### src/rtl/wdg_pkg.sv
// wdg_pkg: shared state encoding and WDCSR field layout for the watchdog service controller
package wdg_pkg;

    typedef enum logic [2:0] {IDLE, CFG, ARMED, KICK, DISARM, FAULT} state_t;

    localparam int EN_BIT     = 0;
    localparam int WTOCNT_LSB = 4;
    localparam int WTOCNT_W   = 10;

    function automatic logic [31:0] wdcsr_word(logic [WTOCNT_W-1:0] wtocnt, logic en);
        wdcsr_word = '0;
        wdcsr_word[WTOCNT_LSB +: WTOCNT_W] = wtocnt;
        wdcsr_word[EN_BIT] = en;
    endfunction

endpackage

### src/rtl/wb_single_write.sv
// wb_single_write: one pipelined Wishbone write with stall handling and ack timeout
module wb_single_write #(
    parameter int                ADDR_W      = 4,
    parameter int                DATA_W      = 32,
    parameter logic [ADDR_W-1:0] ADDR        = '0,
    parameter int                ACK_TIMEOUT = 16
) (
    input  logic              clk,
    input  logic              res_n,
    input  logic              start,
    input  logic [DATA_W-1:0] wdata,
    output logic              cyc,
    output logic              stb,
    output logic              we,
    output logic [ADDR_W-1:0] adr,
    output logic [DATA_W-1:0] dat,
    output logic [3:0]        sel,
    input  logic              stall,
    input  logic              ack,
    input  logic              err,
    output logic              done,
    output logic              fail
);

    localparam int TW = $clog2(ACK_TIMEOUT + 1);

    logic [TW-1:0] tmr;
    logic          taken;

    // a response only counts once the strobe is accepted, possibly in the same cycle
    assign taken = !stb || !stall;
    assign done  = cyc && taken && ack;
    assign fail  = cyc && taken && !ack && (err || (!stb && tmr == TW'(ACK_TIMEOUT - 1)));
    assign we    = cyc;
    assign sel   = {4{cyc}};
    assign adr   = cyc ? ADDR : '0;

    always_ff @(posedge clk or negedge res_n) begin
        if (!res_n) begin
            cyc <= 1'b0;
            stb <= 1'b0;
            dat <= '0;
            tmr <= '0;
        end else if (done || fail) begin
            cyc <= 1'b0;
            stb <= 1'b0;
        end else if (start && !cyc) begin
            cyc <= 1'b1;
            stb <= 1'b1;
            dat <= wdata;
        end else if (cyc) begin
            if (stb && !stall) stb <= 1'b0;
            tmr <= stb ? '0 : tmr + 1'b1;
        end
    end

endmodule

### src/rtl/wdg_service_ctrl.sv
// wdg_service_ctrl: arms the watchdog and kicks it only while the core shows heartbeat
module wdg_service_ctrl
    import wdg_pkg::*;
#(
    parameter int WB_ADDR_WIDTH = 4,
    parameter int WB_DATA_WIDTH = 32,
    parameter int WDCSR_ADDR    = 0,
    parameter int KICK_PERIOD   = 64,
    parameter int ACK_TIMEOUT   = 16,
    parameter int CNT_W         = 16
) (
    input  logic                     clk,
    input  logic                     res_n,
    input  logic                     i_enable,
    input  logic [9:0]               i_wtocnt,
    input  logic                     i_heartbeat,
    output logic                     o_wb_cyc,
    output logic                     o_wb_stb,
    output logic                     o_wb_we,
    output logic [WB_ADDR_WIDTH-1:0] o_wb_adr,
    output logic [WB_DATA_WIDTH-1:0] o_wb_dat,
    output logic [3:0]               o_wb_sel,
    input  logic                     i_wb_stall,
    input  logic                     i_wb_ack,
    input  logic                     i_wb_err,
    output logic                     o_armed,
    output logic                     o_starved,
    output logic                     o_fault,
    output logic [CNT_W-1:0]         o_kick_cnt
);

    state_t             state;
    logic [CNT_W-1:0]   period;
    logic               hb_latch;
    logic               start;
    logic               done;
    logic               fail;

    // write states launch exactly once: the state changes on the same edge the write ends
    assign start = (state == CFG || state == KICK || state == DISARM) && !o_wb_cyc;

    wb_single_write #(
        .ADDR_W     (WB_ADDR_WIDTH),
        .DATA_W     (WB_DATA_WIDTH),
        .ADDR       (WB_ADDR_WIDTH'(WDCSR_ADDR)),
        .ACK_TIMEOUT(ACK_TIMEOUT)
    ) u_wr (
        .clk  (clk),
        .res_n(res_n),
        .start(start),
        .wdata(WB_DATA_WIDTH'(wdcsr_word(i_wtocnt, state != DISARM))),
        .cyc  (o_wb_cyc),
        .stb  (o_wb_stb),
        .we   (o_wb_we),
        .adr  (o_wb_adr),
        .dat  (o_wb_dat),
        .sel  (o_wb_sel),
        .stall(i_wb_stall),
        .ack  (i_wb_ack),
        .err  (i_wb_err),
        .done (done),
        .fail (fail)
    );

    always_ff @(posedge clk or negedge res_n) begin
        if (!res_n) begin
            state      <= IDLE;
            period     <= '0;
            hb_latch   <= 1'b0;
            o_armed    <= 1'b0;
            o_starved  <= 1'b0;
            o_fault    <= 1'b0;
            o_kick_cnt <= '0;
        end else begin
            if (i_heartbeat) hb_latch <= 1'b1;
            if (fail) begin
                state   <= FAULT;
                o_fault <= 1'b1;
            end else begin
                case (state)
                    IDLE: if (i_enable) state <= CFG;
                    CFG, KICK: if (done) begin
                        state   <= i_enable ? ARMED : DISARM;
                        period  <= '0;
                        o_armed <= 1'b1;
                        if (state == CFG) begin
                            hb_latch   <= 1'b0;
                            o_kick_cnt <= '0;
                        end else if (~&o_kick_cnt) begin
                            o_kick_cnt <= o_kick_cnt + 1'b1;
                        end
                    end
                    ARMED: if (!i_enable) begin
                        state <= DISARM;
                    end else if (period == CNT_W'(KICK_PERIOD - 1)) begin
                        period <= '0;
                        // a heartbeat on the expiry cycle still belongs to this period
                        if (hb_latch || i_heartbeat) begin
                            state     <= KICK;
                            hb_latch  <= 1'b0;
                            o_starved <= 1'b0;
                        end else begin
                            o_starved <= 1'b1;
                        end
                    end else begin
                        period <= period + 1'b1;
                    end
                    DISARM: if (done) begin
                        state     <= IDLE;
                        o_armed   <= 1'b0;
                        o_starved <= 1'b0;
                    end
                    default: ;
                endcase
            end
        end
    end

endmodule

### config.mk
export PLATFORM = sky130hd
export DESIGN_NAME = wdg_service_ctrl
export DESIGN_NICKNAME = d
export VERILOG_FILES = /design/src/rtl/wdg_pkg.sv /design/src/rtl/wb_single_write.sv /design/src/rtl/wdg_service_ctrl.sv
export SDC_FILE = /design/constraint.sdc
export NUM_CORES = 1
export LEC_CHECK = 0
export BUFFER_PORTS_ARGS = -buffer_cell sky130_fd_sc_hd__buf_2
export CORE_ASPECT_RATIO = 0.8
export CORE_MARGIN = 1.5
export CORE_UTILIZATION = 54
export DETAILED_ROUTE_END_ITERATION = 6
export PLACE_DENSITY_LB_ADDON = 0.08
export SLEW_MARGIN = 5
export SYNTH_ARGS = -nofsm -noshare
export SYNTH_HDL_FRONTEND = slang
export SYNTH_SLANG_ARGS = --single-unit
### constraint.sdc
create_clock -name clk -period 2.5 [get_ports clk]
set_input_delay 0.375 -clock clk [delete_from_list [all_inputs] [get_ports clk]]
set_output_delay 0.375 -clock clk [all_outputs]
set_load 0.01 [all_outputs]
==> impl_metrics.yaml <==
synth:
  netlist-cell-type-count: 55
  synth_sequential_area_ratio: 0.437
  synth_async_sr_flop_share: 1.00
  synth_top_family_by_area: "simple AND/OR/NAND/NOR gates"
  postSynthRegisterBits: 57
  yosys_most_used_dff: "sky130_fd_sc_hd__dfrtp_1"
  synth-compound-area-share: 0.172
  mappedNetlistArea_sq_um: 3270
  synth-warning-count: 0
  post_synthesis_adder_cell_area_fraction: 0.0153
  count_of_flip_flops_with_a_built_in_enable_after_synthesis: 0
  post_synth_xor_area_fraction: 0
  syn-instance-count: 360
  synth.area.mux_share: 0.0590
  synth_simple_gate_area_share: 0.211
  syn_avg_cell_area_sq_um: 9.07
grt:
  grt_overflow: 0
  grt_pass1_wl_microns: 11200
  grt_util_all_layers: 0.216
  grt_max_degree: 34
  grt_antenna_before_repair: 0
  vias_in_the_first_global_route: 2450
worst_setup_path:
  timing.critical_path.fanout_max: 14
  timing.setup.critical_path_class: "reg -> reg"
  crit_chain: "ha_1, and3_1, ha_1, o21bai_1, a211oi_1, or3_4, or4_1, nand3_1"
  critPathBufInv: 0
  cp.required_ns: 2.77
  critical_path.reg2reg.endpoint: "period[15]"
  path_length_in_cells_of_the_critical_path: 8
  crit_top_cell: "sky130_fd_sc_hd__ha_1"
  crit_family: "simple AND/OR/NAND/NOR gates"
  worstRegToRegCells: 8
  critPathCaptureType: "flip-flop"
  rrSetupSlack_ns: 0.19
  timing.rr.start: "u_wr.tmr[1]"
  cp-start-kind: "flip-flop"
  timing.critical_path.slowest_stage_cell: "sky130_fd_sc_hd__or4_1"
  timing.critical_path.slowest_cell_delay_ns: 0.52
  arrival_ns: 2.58
  crit_path_start: "u_wr.tmr[1]"
timing:
  final.period_utilization: 0.925
  finalWorstPathRequiredPeriod_ns: 2.31
  rsz0062_at_grt: "false"
  hold_viol: 0
  fin_skew_ns: 0.00546
  clock.fmax_ghz: 0.433
  timing.final.max_slew_violations: 0
  timing.final.setup_violations: 0
  fin_tns_setup_ns: 0
cells_and_area:
  layout.cells.most_common: "sky130_fd_sc_hd__dfrtp_1"
  antenna_cells_inserted: 0
  areaGrowthSynthToFinish_pct: 14.3
  finalNonFillerCells: 501
  fillerInstances: 491
  drive_above_1_share: 0.238
  mostFrequentLayoutCells: "57 x sky130_fd_sc_hd__dfrtp_1, 53 x sky130_fd_sc_hd__buf_2, 38 x sky130_fd_sc_hd__nand2_1"
  nets: 436
clock_tree:
  clkTransAtPathRegs_ns: 0.06
  cts_htree_levels: 3
  clock_insertion_delay_worst_skew_ns: 0.33
  clock_tree.root_cell: "sky130_fd_sc_hd__clkbuf_8"
  cts_tree: "yes"
  tritoncts.num_buffers: 9
  clock_tree.buffer_depth: 2
  clock-sinks: 57
  post_cts_hold_buffer_count: 0
placed_design:
  post-dp-hpwl_microns: 4690
  port_buffers: 53
  placedCellCount: 485
  gpl.final_weighted_congestion: 0.881
route:
  num_vias: 2783
  drcViolationCount: 0
  drt-total-wl_microns: 6650
  post_drt_wl_per_cell_microns: 13.3
  initialDrtViolationCount: 199
  detailroute.wirelength.met3_microns: 458
  drt.antenna.violating_nets: 0
  met2_wirelength_microns: 2790
  dr.pass1.iters: 4
  top_layer: "met4"
  drt-vias-per-instance: 5.55
  routedLengthMet1_microns: 3300
die:
  placement_rows: 25
  effective_utilization_at_floorplan: 0.556
  chipWidth_microns: 90.0
  boundaryPins: 79
  die_y_microns: 72.6
  core_region_area_sq_um: 5880
  dieArea_sq_um: 6530
worst_hold_path:
  hp-class: "in -> async"
flow_run:
  drv_cap: 0
power_and_ir_drop:
  powerDensity_nw_per_um2: 968
  leakage_power_uw: 0.00174
  worst_ir_drop_on_vdd_uv: 705
run_status:
  outcome: "complete, no violations"
worst max-delay path by stage:
stage               slack (ns)    endpoint
floorplan                 0.20  period[15]
detailed placement        0.07  period[15]
global placement          0.09  period[15]
CTS                       0.04  period[15]
finish                    0.19  period[15]
global route              0.03  period[11]
per-stage QoR:
step,instance area (sq um),worst slack [ns],utilization,hold WS [ns],power (uW)
6_report,3730,0.189,0.635,0.0279,3610
5_1_grt,3730,0.0259,0.635,0.0479,3870
4_1_cts,3730,0.0435,0.634,0.0316,3640
2_1_floorplan,3360,0.201,-,0.0794,2340
3_3_place_gp,3520,0.0925,0.599,0.391,2710
3_5_place_dp,3520,0.0745,0.599,0.393,2730
kinds of logic after synthesis:
| kind of cell | after synthesis |
|---|---|
| other | 1 |
| and+or+nand+nor | 134 |
| adders and majority gates | 4 |
| AOI/OAI and AO/OA | 89 |
| DFF | 57 |
| buffers and inverters | 57 |
| muxes | 18 |
layer usage:
metal	global-route usage	vias to the layer above
met5	0	-
met4	0.0882	0
met3	0.0490	12
met2	0.326	116
met1	0.307	1296
li1	-	1359
cells in the mapped netlist, types with 2 or more instances:
master,instances,area (sq um)
sky130_fd_sc_hd__a211oi_1,5,37.5
sky130_fd_sc_hd__a21o_1,2,15.0
sky130_fd_sc_hd__a21oi_1,12,60.1
sky130_fd_sc_hd__a22o_1,3,26.3
sky130_fd_sc_hd__a31oi_1,4,25.0
sky130_fd_sc_hd__and2_1,3,18.8
sky130_fd_sc_hd__and3_1,7,43.8
sky130_fd_sc_hd__and4_1,3,26.3
sky130_fd_sc_hd__buf_1,3,11.3
sky130_fd_sc_hd__buf_2,5,25.0
sky130_fd_sc_hd__buf_4,31,233
sky130_fd_sc_hd__clkbuf_1,7,26.3
sky130_fd_sc_hd__dfrtp_1,57,1430
sky130_fd_sc_hd__ha_1,4,50.1
sky130_fd_sc_hd__inv_1,10,37.5
sky130_fd_sc_hd__mux2_2,10,113
sky130_fd_sc_hd__mux2i_1,8,80.1
sky130_fd_sc_hd__nand2_1,38,143
sky130_fd_sc_hd__nand2b_1,7,43.8
sky130_fd_sc_hd__nand3_1,20,100
sky130_fd_sc_hd__nand4_1,6,37.5
sky130_fd_sc_hd__nor2_1,19,71.3
sky130_fd_sc_hd__nor2b_1,3,18.8
sky130_fd_sc_hd__nor3_1,7,35.0
sky130_fd_sc_hd__nor4_1,3,18.8
sky130_fd_sc_hd__o211ai_1,2,15.0
sky130_fd_sc_hd__o21ai_0,36,180
sky130_fd_sc_hd__o21ai_1,4,20.0
sky130_fd_sc_hd__o31ai_1,8,60.1
sky130_fd_sc_hd__or2_2,3,18.8
sky130_fd_sc_hd__or3_1,3,18.8
sky130_fd_sc_hd__or4_1,4,30.0
sequential cells by signal, summed over array words and instances, names as in the netlist, 3 cells and up:
name / cells
u_wr.tmr: 5
u_wr.dat: 11
period: 16
o_kick_cnt: 16
state: 3
repair_timing:
| item | in CTS | in global routing |
|---|---|---|
| endpoints found under the hold margin | 0 | 0 |
| setup buffers | 0 | 0 |
| gates resized for setup | 0 | 1 |
| setup endpoints to repair | 0 | 6 |
cell type report:
class	instances	area [sq um]	share of cell area
Clock buffer	14	173	0.0462
Clock inverter	2	35.0	0.00938
Inverter	10	37.5	0.0101
Multi-Input combinational cell	270	1590	0.426
Sequential cell	57	1430	0.382
Tap cell	81	101	0.0271
Timing Repair Buffer	67	370	0.0992
power breakdown:
part / switching [uW] / leakage (uW) / internal [uW] / total, uW
clock: 345 / 0.000107 / 541 / 886
sequential: 229 / 0.000736 / 1160 / 1390
combinational: 746 / 0.000897 / 592 / 1340
No activity file was read; power rests on OpenSTA's default activity.
